===== src/rtl/alu_sequencer.sv =====
// alu_sequencer: multi-cycle controller for the WIDTH-bit ALU datapath.
// Sequences single-cycle add/sub, radix-2 Booth multiply and non-restoring
// divide. It owns the iteration counter, traps divide-by-zero and supports abort.
//
// Handshake: start is sampled only while busy=0 (IDLE). The edge that samples
// start=1 in IDLE is the accept edge, and op_code is latched on that same edge.
// busy stays high from the following cycle until the cycle after DONE.
// alu_done is a one-cycle pulse in DONE, and busy is still high in that cycle.
// abort cancels any busy operation on the next edge without producing alu_done.
module alu_sequencer #(
    parameter int WIDTH = 8,
    parameter int CNT_W = $clog2(WIDTH + 1)
) (
    input  logic             clk,
    input  logic             reset_n,
    input  logic             start,
    input  logic [1:0]       op_code,
    input  logic             abort,
    input  logic [1:0]       booth_bits,
    input  logic             divider_sign_R,
    input  logic             divisor_zero,
    output logic             load_operands,
    output logic             adder_en,
    output logic             subtractor_en,
    output logic             booth_load,
    output logic             booth_add_en,
    output logic             booth_sub_en,
    output logic             booth_shift_en,
    output logic             divider_load,
    output logic             divider_shift_en,
    output logic             divider_add_en,
    output logic             divider_sub_en,
    output logic             divider_final_add,
    output logic             busy,
    output logic             alu_done,
    output logic             div_by_zero,
    output logic [CNT_W-1:0] iter_count,
    output logic [14:0]      dbg_state
);

    typedef enum logic [14:0] {
        S_IDLE      = 15'h0001,
        S_LOAD      = 15'h0002,
        S_ADD_EXEC  = 15'h0004,
        S_SUB_EXEC  = 15'h0008,
        S_MUL_LOAD  = 15'h0010,
        S_MUL_CHECK = 15'h0020,
        S_MUL_ADD   = 15'h0040,
        S_MUL_SUB   = 15'h0080,
        S_MUL_SHIFT = 15'h0100,
        S_DIV_LOAD  = 15'h0200,
        S_DIV_ERR   = 15'h0400,
        S_DIV_SHIFT = 15'h0800,
        S_DIV_OP    = 15'h1000,
        S_DIV_CORR  = 15'h2000,
        S_DONE      = 15'h4000
    } state_t;

    state_t           r_state;
    state_t           w_state_next;
    logic [1:0]       r_op;
    logic [CNT_W-1:0] r_cnt;
    logic [CNT_W-1:0] w_cnt_next;
    logic [CNT_W-1:0] w_cnt_dec;
    logic             r_dbz;
    logic             w_dbz_next;
    logic             w_accept;

    assign w_accept  = (r_state == S_IDLE) && start;
    // Saturating decrement: the counter never wraps below zero.
    assign w_cnt_dec = (r_cnt != '0) ? (r_cnt - CNT_W'(1)) : r_cnt;

    // State, counter, error flag and latched opcode registers.
    always_ff @(posedge clk or negedge reset_n) begin
        if (!reset_n) begin
            r_state <= S_IDLE;
            r_op    <= 2'b00;
            r_cnt   <= '0;
            r_dbz   <= 1'b0;
        end else begin
            r_state <= w_state_next;
            r_cnt   <= w_cnt_next;
            r_dbz   <= w_dbz_next;
            if (w_accept) begin
                r_op <= op_code;
            end
        end
    end

    // Next-state, counter and error-flag logic; abort overrides every transition.
    always_comb begin
        w_state_next = r_state;
        w_cnt_next   = r_cnt;
        w_dbz_next   = r_dbz;
        if (abort && (r_state != S_IDLE)) begin
            w_state_next = S_IDLE;
            w_cnt_next   = '0;
        end else begin
            case (r_state)
                S_IDLE: begin
                    if (start) begin
                        w_state_next = S_LOAD;
                        w_dbz_next   = 1'b0;
                    end
                end
                S_LOAD: begin
                    case (r_op)
                        2'b00:   w_state_next = S_ADD_EXEC;
                        2'b01:   w_state_next = S_SUB_EXEC;
                        2'b10:   w_state_next = S_MUL_LOAD;
                        default: w_state_next = S_DIV_LOAD;
                    endcase
                end
                S_ADD_EXEC, S_SUB_EXEC: w_state_next = S_DONE;
                S_MUL_LOAD: begin
                    w_cnt_next   = CNT_W'(WIDTH);
                    w_state_next = S_MUL_CHECK;
                end
                S_MUL_CHECK: begin
                    case (booth_bits)
                        2'b01:   w_state_next = S_MUL_ADD;
                        2'b10:   w_state_next = S_MUL_SUB;
                        default: w_state_next = S_MUL_SHIFT;
                    endcase
                end
                S_MUL_ADD, S_MUL_SUB: w_state_next = S_MUL_SHIFT;
                S_MUL_SHIFT: begin
                    w_cnt_next   = w_cnt_dec;
                    // A zero count can only come from a corrupted state; finish rather than loop.
                    w_state_next = (r_cnt <= CNT_W'(1)) ? S_DONE : S_MUL_CHECK;
                end
                S_DIV_LOAD: begin
                    w_cnt_next = CNT_W'(WIDTH);
                    if (divisor_zero) begin
                        w_state_next = S_DIV_ERR;
                        w_dbz_next   = 1'b1;
                    end else begin
                        w_state_next = S_DIV_SHIFT;
                    end
                end
                S_DIV_ERR:   w_state_next = S_DONE;
                S_DIV_SHIFT: w_state_next = S_DIV_OP;
                S_DIV_OP: begin
                    w_cnt_next   = w_cnt_dec;
                    w_state_next = (r_cnt <= CNT_W'(1)) ? S_DIV_CORR : S_DIV_SHIFT;
                end
                S_DIV_CORR: w_state_next = S_DONE;
                S_DONE:     w_state_next = S_IDLE;
                default: begin
                    w_state_next = S_IDLE;
                    w_cnt_next   = '0;
                end
            endcase
        end
    end

    // Moore decode of the registered state; only the divider add/sub/final strobes look at sign_R.
    assign load_operands     = (r_state == S_LOAD);
    assign adder_en          = (r_state == S_ADD_EXEC);
    assign subtractor_en     = (r_state == S_SUB_EXEC);
    assign booth_load        = (r_state == S_MUL_LOAD);
    assign booth_add_en      = (r_state == S_MUL_ADD);
    assign booth_sub_en      = (r_state == S_MUL_SUB);
    assign booth_shift_en    = (r_state == S_MUL_SHIFT);
    assign divider_load      = (r_state == S_DIV_LOAD);
    assign divider_shift_en  = (r_state == S_DIV_SHIFT);
    assign divider_add_en    = (r_state == S_DIV_OP) && divider_sign_R;
    assign divider_sub_en    = (r_state == S_DIV_OP) && !divider_sign_R;
    assign divider_final_add = (r_state == S_DIV_CORR) && divider_sign_R;
    assign busy              = (r_state != S_IDLE);
    assign alu_done          = (r_state == S_DONE);
    assign div_by_zero       = r_dbz;
    assign iter_count        = r_cnt;
    assign dbg_state         = r_state;

endmodule


===== config.mk =====
export PLATFORM = sky130hd
export DESIGN_NAME = alu_sequencer
export DESIGN_NICKNAME = d
export VERILOG_FILES = /design/src/rtl/alu_sequencer.sv
export SDC_FILE = /design/constraint.sdc
export NUM_CORES = 1
export LEC_CHECK = 0
export CORE_ASPECT_RATIO = 1.4
export CORE_MARGIN = 4
export CORE_UTILIZATION = 42
export DETAILED_ROUTE_END_ITERATION = 12
export PLACE_DENSITY = 0.84
export SLEW_MARGIN = 0
export SYNTH_ARGS = -nofsm -noshare
export SYNTH_HDL_FRONTEND = slang
export SYNTH_SLANG_ARGS = --single-unit

===== constraint.sdc =====
create_clock -name clk -period 2.41 [get_ports clk]
set_clock_uncertainty 0.05 [all_clocks]
set_input_delay 0.723 -clock clk [delete_from_list [all_inputs] [get_ports clk]]
set_output_delay 0.723 -clock clk [all_outputs]
set_load 0.005 [all_outputs]

==> flow_summary.ini, run 1 <==
[outcome]
status = complete, but fails checks
violations = negative setup slack

[cells_and_area]
area_growth_pct = 82.73
final_nets = 280
layout_common_cells = buf_4 (61), clkdlybuf4s50_1 (29), nor2_1 (23)
final_area_um2 = 2542
final_common_cell = buf_4
multi_input_area_um2 = 902.1
layout-drive-gt1-share_pct = 43.77
fillCellCount = 175
antenna_cells = 0
regArea_um2 = 551.8

[setup_path]
critPathArrivalTime_ps = 1980
crit_buf_inv = 3
crit_chain = nor4_4 > buf_4 > nand2_4 > or4b_4 > clkinv_4 > buf_6
slowest_stage = or4b_4
cpPeakStageDelay_ps = 540
cp_data_required_time_ps = 1640
critPathKind = flip-flop to primary output
end_kind = primary output
critPathTopFamily = simple AND/OR/NAND/NOR gates
startpoint_type = flip-flop
worstPathMaxFanout = 3

[cts]
insertion_delay_ps = 270
cts_tree = yes
clockBufferDepth = 2
cts.clk_slew.worst_paths_ps = 70
cts.htree.levels = 1
cts_hold_buf = 0
clockRootBuffer = clkbuf_8
numCtsBuffers = 3
clock-sinks = 22

[global_routing]
grt_pass1_wl_mm = 8.804
grtUsageTotal_pct = 25.93
antenna_found_initial = 0
grt_start_max_net_pins = 23
grt_pass1_vias = 1851
overflow = 0

[yosys]
syn-cell-area_um2 = 1391
yosysSeqAreaShare_pct = 39.66
synth_cell_types = 47
ys_seq_elements = 22
yosysWarnings = 0
synth_flop_cell = dfrtp_1
synth_fp_nets = 165
postSynthCellCount = 151
synthArstFlopShare_pct = 100.0
avgSynthCellArea_um2 = 9.214
synth_edf_count = 0

[timing]
maxSlewViolCount = 0
finalSetupViolations = 14
period_share_pct = 114.1
final.min_clock_period_ps = 2750
rsz0062_at_grt = yes
setup_ws_ps = -339.6
hold_viol_final = 0
fmax_mhz = 363.7
worst_pin_slew_ps = 516.3
slew-limit-headroom_pct = 65.58

[worst_hold_path]
hp-class = flip-flop to flip-flop

[floorplanning]
num_rows = 24
floorplan.die_area_um2 = 4311
io_pins = 44
initial_utilization_pct = 44.13
core-area_um2 = 3153
die_y_um = 76.10
die_w_um = 56.65

[detailed_routing]
dr.pass1.iters = 5
ant_nets = 0
first_iter_violations = 98
routed_wirelength_mm = 5.905
drc = 0
viasPerCell = 5.783
vias = 1758
wl_per_cell_um = 19.42

[power_and_ir_drop]
seqPwrFrac_pct = 31.9
combPwrFrac_pct = 48.8
p_leak_nw = 1.218
intPower_mw = 0.9043
clock_power_share_pct = 19.3
power_density_nw_per_um2 = 549.3
switchingPower_mw = 0.4923
total_power_mw = 1.397
vdd_ir_drop_max_v = 0.0004844
p_sw_share_pct = 35.25

[run]
drv_cap = 0

[place]
gp_congestion = 0.8591
dp_hpwl_mm = 3.603
portBuffers = 43
dpl_worst_slack_ps = -356.5
placed_area_um2 = 2158
power groups by stage:
stage	clock network [mW]	logic, mW	registers, mW
2_1_floorplan	0	0.228	0.464
3_3_place_gp	0	0.483	0.448
3_5_place_dp	0	0.507	0.450
4_1_cts	0.269	0.554	0.444
5_1_grt	0.290	0.724	0.453
6_report	0.269	0.682	0.446
state kept, by name, indices dropped and copies added (netlist names):
signal,flops
dbg_state,15
div_by_zero,1
iter_count,4
r_op,2
cell usage after synthesis, types with 2 or more instances:
library cell / count / share of area [%]
nand4_1: 7 / 3.1
nor2b_1: 4 / 1.8
xor2_1: 2 / 1.3
mux2_2: 2 / 1.6
a21oi_1: 4 / 1.4
nand3_1: 4 / 1.4
dfrtp_1: 21 / 38
nor4b_1: 4 / 2.5
inv_1: 10 / 2.7
nor2_1: 24 / 6.5
nand2_1: 6 / 1.6
nor3b_2: 2 / 1.8
and2_1: 5 / 2.2
and3_1: 4 / 1.8
nand4b_1: 2 / 1.3
nor4_4: 2 / 3.1
nor3_1: 5 / 1.8
ha_1: 4 / 3.6
clkbuf_1: 2 / 0.54
nor3b_1: 3 / 1.6
nand3b_1: 2 / 1.1
nor4_1: 2 / 0.90
o21ai_0: 6 / 2.2
routing by layer:
layer	part of all wire, %	global-route usage, %	wire length [um]
met5	0	0	0
met4	4.8	19.71	281
met3	5.5	3.898	325
met2	52	45.25	3098
met1	37	26.89	2198
through the flow:
| stage | utilization [%] | cells | hold slack, ps | TNS, ps |
|---|---|---|---|---|
| final | 80.63 | 304 | 447.6 | -2291 |
| after global placement | 68.45 | 270 | 409.4 | -2674 |
| after CTS | 75.16 | 292 | 437.6 | -1420 |
| after global routing | 80.63 | 304 | 480.3 | -3460 |
| after floorplan | - | 151 | 377.4 | 0 |
| after detailed placement | 68.45 | 270 | 424.1 | -3167 |
logic make-up after synthesis:
kind of cell,after synthesis,share of synthesized area [%]
and+or+nand+nor,85,38.76
DFF,22,39.66
AOI/OAI and AO/OA,20,9.804
buffers and inverters,14,3.867
adders and majority gates,4,3.597
xor gates and xnor gates,3,1.889
muxes,3,2.428
worst paths after layout:
kind / from / endpoint / slack, ps / depth (start not counted)
max in group asynchronous: reset_n / dbg_state[0] / 1240 / 2
setup reg to reg: dbg_state[6] / iter_count[3] / -50 / 8
hold reg to reg: r_op[0] / dbg_state[2] / 450 / 1
min in group asynchronous: reset_n / dbg_state[12] / 790 / 2
setup / recovery: dbg_state[6] / divider_load / -340 / 6
hold / removal: r_op[0] / dbg_state[2] / 450 / 1
final cells by class:
type,instances,share of cell area (%)
tap,39,1.919
timing repair buffer,113,36.91
multi-input combinational,115,35.48
sequential,22,21.70
inverter,11,1.821
clock buffer,4,2.165
timing repair:
item | in CTS | in global routing
resized for setup | 66 | 30
setup buffers | 19 | 14
gates cloned | 0 | 0
pin swaps | 17 | 14
setup endpoints to repair | 14 | 20
Power figures use the tool's default switching activity.
==> run 2, diff against run 1 <==
CORE_ASPECT_RATIO = default   (was 1.4)
==> flow_summary.ini, run 2 (same netlist as run 1, synthesis figures left out) <==
[global_routing]
grtUsageTotal_pct = 28.70
antenna_found_initial = 0
grt_pass1_wl_mm = 9.308
grt_start_max_net_pins = 16
overflow = 0
grt_pass1_vias = 1768

[cells_and_area]
fin_util_pct = 78.83
final_nets = 266
largest_register_ffs = 15
layout_common_cells = buf_4 (47), clkdlybuf4s50_1 (28), nor2_1 (21)
fillCellCount = 206
area_growth_pct = 75.81
stdcell_count = 295
antenna_cells = 0
final_common_cell = buf_4
layout-drive-gt1-share_pct = 42.63
final_area_um2 = 2446

[cts]
cts_tree = yes
clock-sinks = 22
cts.clk_slew.worst_paths_ps = 130
clockBufferDepth = 2
cts.htree.levels = 1
insertion_delay_ps = 310
clockRootBuffer = clkbuf_4
numCtsBuffers = 3

[setup_path]
end_kind = primary output
worstPathMaxFanout = 2
startpoint_type = flip-flop
critPathKind = flip-flop to primary output
cp_data_required_time_ps = 1640
critPathArrivalTime_ps = 2040

[detailed_routing]
first_iter_violations = 253
viasPerCell = 5.844
drc = 0
routed_wirelength_mm = 5.908
ant_nets = 0
dr.pass1.iters = 5
wl_per_cell_um = 20.03
vias = 1724

[timing]
hold_viol_final = 0
maxSlewViolCount = 0
slew-limit-headroom_pct = 74.93
final.min_clock_period_ps = 2812
period_share_pct = 116.7
fmax_mhz = 355.7
fin_setup_tns_ps = -3818
finalSetupViolations = 14
setup_ws_ps = -401.7
rsz0062_at_grt = yes
worst_pin_slew_ps = 370.8
whs_ps = 465.8

[place]
dp_cells = 276
dp_hpwl_mm = 3.661
placed_area_um2 = 2172
dpl_worst_slack_ps = -395.9
gp_congestion = 0.8856
portBuffers = 43

[outcome]
violations = negative setup slack
status = complete, but fails checks

[floorplanning]
floorplan.die_area_um2 = 4297
io_pins = 44
core-area_um2 = 3103
die_w_um = 65.56
initial_utilization_pct = 44.84
num_rows = 20
die_y_um = 65.56

[power_and_ir_drop]
p_leak_nw = 1.164
clock_power_share_pct = 14.7
seqPwrFrac_pct = 36.3
vdd_ir_drop_max_v = 0.0005218
intPower_mw = 0.7628
p_sw_share_pct = 38.09
switchingPower_mw = 0.4693
power_density_nw_per_um2 = 503.7
combPwrFrac_pct = 49.0
total_power_mw = 1.232

[run]
drv_cap = 0

[worst_hold_path]
hp-class = flip-flop to flip-flop
run 2: final timing paths:
path	from	endpoint	slack, ps	depth (start not counted)
max in group asynchronous	reset_n	dbg_state[0]	1090	2
hold / removal	r_op[0]	dbg_state[4]	470	1
hold reg to reg	r_op[0]	dbg_state[4]	470	1
setup reg to reg	dbg_state[9]	dbg_state[14]	30	10
setup / recovery	dbg_state[14]	divider_load	-400	8
min in group asynchronous	reset_n	iter_count[3]	620	1
run 2: final cells by class:
cell class	count	area [um^2]	share of cell area (%)
Clock buffer	4	26.28	1.074
Inverter	11	46.29	1.893
Multi-Input combinational cell	115	912.1	37.29
Timing Repair Buffer	99	853.3	34.88
Sequential cell	22	553.0	22.61
Tap cell	44	55.05	2.251
run 2: timing repair:
action	in CTS	in global routing
pin swaps	20	14
hold buffers	0	0
endpoints found under the setup margin	14	21
hold endpoints to repair	0	0
buffers inserted	15	5
gates resized for setup	91	14
cloned	0	0
run 2: power by group through the flow:
stage,Combinational (mW),Clock [mW],Sequential (mW)
after floorplan,0.228,0,0.464
after global routing,0.643,0.207,0.453
final,0.604,0.181,0.447
after detailed placement,0.493,0,0.453
after global placement,0.472,0,0.449
after CTS,0.538,0.178,0.446
run 2: critical path, cell delays in order, from the launching register on:
cell and delay (ps):
dfrtp_1 410, nor3_1 190, buf_4 160, buf_12 100, nand2_4 50, buf_6 110
or4b_4 550, clkinv_4 70, buf_6 80
run 2: metal layers:
layer | share of wire [%] | GRT usage [%] | vias to the layer above
met4 | 5.1 | 12.69 | 0
met2 | 49 | 50.06 | 121
met1 | 38 | 34.94 | 815
met3 | 7.5 | 3.932 | 38
met5 | 0 | 0 | -
li1 | - | - | 750
==> run 3, diff against run 2 <==
TNS_END_PERCENT = 5   (was default)
==> flow_summary.ini, run 3 (same netlist as run 1, synthesis figures left out) <==
[power_and_ir_drop]
vdd_ir_drop_max_v = 0.0006681
seqPwrFrac_pct = 36.5
switchingPower_mw = 0.4744
clock_power_share_pct = 15.6
p_sw_share_pct = 38.49
power_density_nw_per_um2 = 508.0
combPwrFrac_pct = 47.9
p_leak_nw = 1.157
intPower_mw = 0.7582

[global_routing]
grt_pass1_vias = 1738
antenna_found_initial = 0
grt_pass1_wl_mm = 9.287
overflow = 0
grtUsageTotal_pct = 28.88
grt_start_max_net_pins = 16

[cells_and_area]
largest_register_ffs = 15
multi_input_area_um2 = 889.6
layout-drive-gt1-share_pct = 41.04
layout_common_cells = buf_4 (45), clkdlybuf4s50_1 (28), nor2_1 (22)
final_nets = 266
fillCellCount = 214
stdcell_count = 295
area_growth_pct = 74.37
antenna_cells = 0
final_common_cell = buf_4
fin_util_pct = 78.19
regArea_um2 = 553.0

[cts]
cts.clk_slew.worst_paths_ps = 130
insertion_delay_ps = 330
clockBufferDepth = 2
clockRootBuffer = clkbuf_4
clock-sinks = 22
cts_tree = yes
numCtsBuffers = 3
cts.htree.levels = 1

[setup_path]
startpoint_type = flip-flop
critPathTopFamily = simple AND/OR/NAND/NOR gates
worstPathMaxFanout = 2
cp_data_required_time_ps = 1640
critPathArrivalTime_ps = 2060
critPathKind = flip-flop to primary output
cp_common_cell = buf_6
cpPeakStageDelay_ps = 540
crit_chain = nor3_1 > buf_4 > buf_12 > nand2_4 > buf_6 > or4b_4 > clkinv_4 > buf_6
slowest_stage = or4b_4
end_kind = primary output
crit_buf_inv = 5

[timing]
setup_ws_ps = -418.7
slew-limit-headroom_pct = 74.15
final.min_clock_period_ps = 2829
finalSetupViolations = 14
maxSlewViolCount = 0
rsz0062_at_grt = yes
worst_pin_slew_ps = 382.4
fmax_mhz = 353.5
period_share_pct = 117.4
fin_setup_tns_ps = -3998
hold_viol_final = 0
whs_ps = 475.7

[place]
gp_congestion = 0.8856
portBuffers = 43
dp_hpwl_mm = 3.661
dp_cells = 276

[outcome]
status = complete, but fails checks
violations = negative setup slack

[detailed_routing]
wl_per_cell_um = 19.27
viasPerCell = 5.763
routed_wirelength_mm = 5.684
dr.pass1.iters = 4
vias = 1700
ant_nets = 0
first_iter_violations = 201
drc = 0

[floorplanning]
initial_utilization_pct = 44.84
die_w_um = 65.56
die_y_um = 65.56
num_rows = 20
floorplan.die_area_um2 = 4297
core-area_um2 = 3103
io_pins = 44

[worst_hold_path]
hp-class = flip-flop to flip-flop

[run]
drv_cap = 0
## run 3: cell count changes in the layout (fill, tap and decap cells not counted)
cell	previous run	this run
nand3_1	1	2
buf_2	9	10
nor2_2	1	0
nand2_2	0	2
and3_1	3	4
buf_4	47	45
nand3_2	2	1
and3_4	1	0
nor2_1	21	22
nand2_4	3	1
dlymetal6s2s_1	0	1
## run 3: worst paths after layout
check / depth (start not counted) / slack [ps] / to / start
max in group asynchronous: 2 / 1100 / dbg_state[0] / reset_n
worst max-delay path: 8 / -420 / divider_load / dbg_state[14]
min in group asynchronous: 1 / 610 / iter_count[1] / reset_n
worst min register to register: 1 / 480 / dbg_state[4] / r_op[0]
worst min-delay path: 1 / 480 / dbg_state[4] / r_op[0]
worst max register to register: 11 / 70 / iter_count[3] / dbg_state[11]
## run 3: layout make-up
cell class,count,share of cell area [%]
inverters,11,1.908
well taps,44,2.269
multi-input cells,115,36.67
clock buffers,4,1.083
flip-flops and latches,22,22.80
repair buffers,99,35.28
## run 3: worst reg2reg max path: cells and delay by family (launching register included)
family                 cells  cell delay [ps]
AO/OA/AOI/OAI              3              710
flip-flops                 1              470
AND/OR/NAND/NOR            3              390
buffers and inverters      5              670
## run 3: per-stage QoR
stage | worst slack [ps] | instance area, um^2 | power [mW]
finish | -418.7 | 2426 | 1.233
global route | -478.8 | 2426 | 1.293
CTS | -337.7 | 2381 | 1.158
detailed placement | -395.9 | 2172 | 0.9458
global placement | -254.2 | 2172 | 0.9204
floorplan | 44.47 | 1391 | 0.6917
## run 3: power by group through the flow
stage          registers (mW)  clock network (mW)  logic [mW]
6_report                0.450               0.192       0.591
5_1_grt                 0.457               0.213       0.623
4_1_cts                 0.446               0.178       0.534
3_5_place_dp            0.453                   0       0.493
3_3_place_gp            0.449                   0       0.472
2_1_floorplan           0.464                   0       0.228
## run 3: what timing repair did
action | 4_1_cts | 5_1_grt
resized for setup | 84 | 12
endpoints found under the hold margin | 0 | 0
cloned | 0 | 0
hold buffers | 0 | 0
setup buffers | 13 | 2
endpoints found under the setup margin | 14 | 20
pin swaps | 18 | 11
## run 3: per-layer routing
layer	GRT usage, %	up-vias	part of all wire (%)
li1	-	752	-
met2	46.90	101	49
met4	19.69	0	5.0
met3	4.615	25	6.7
met1	34.83	822	39
met5	0	-	0
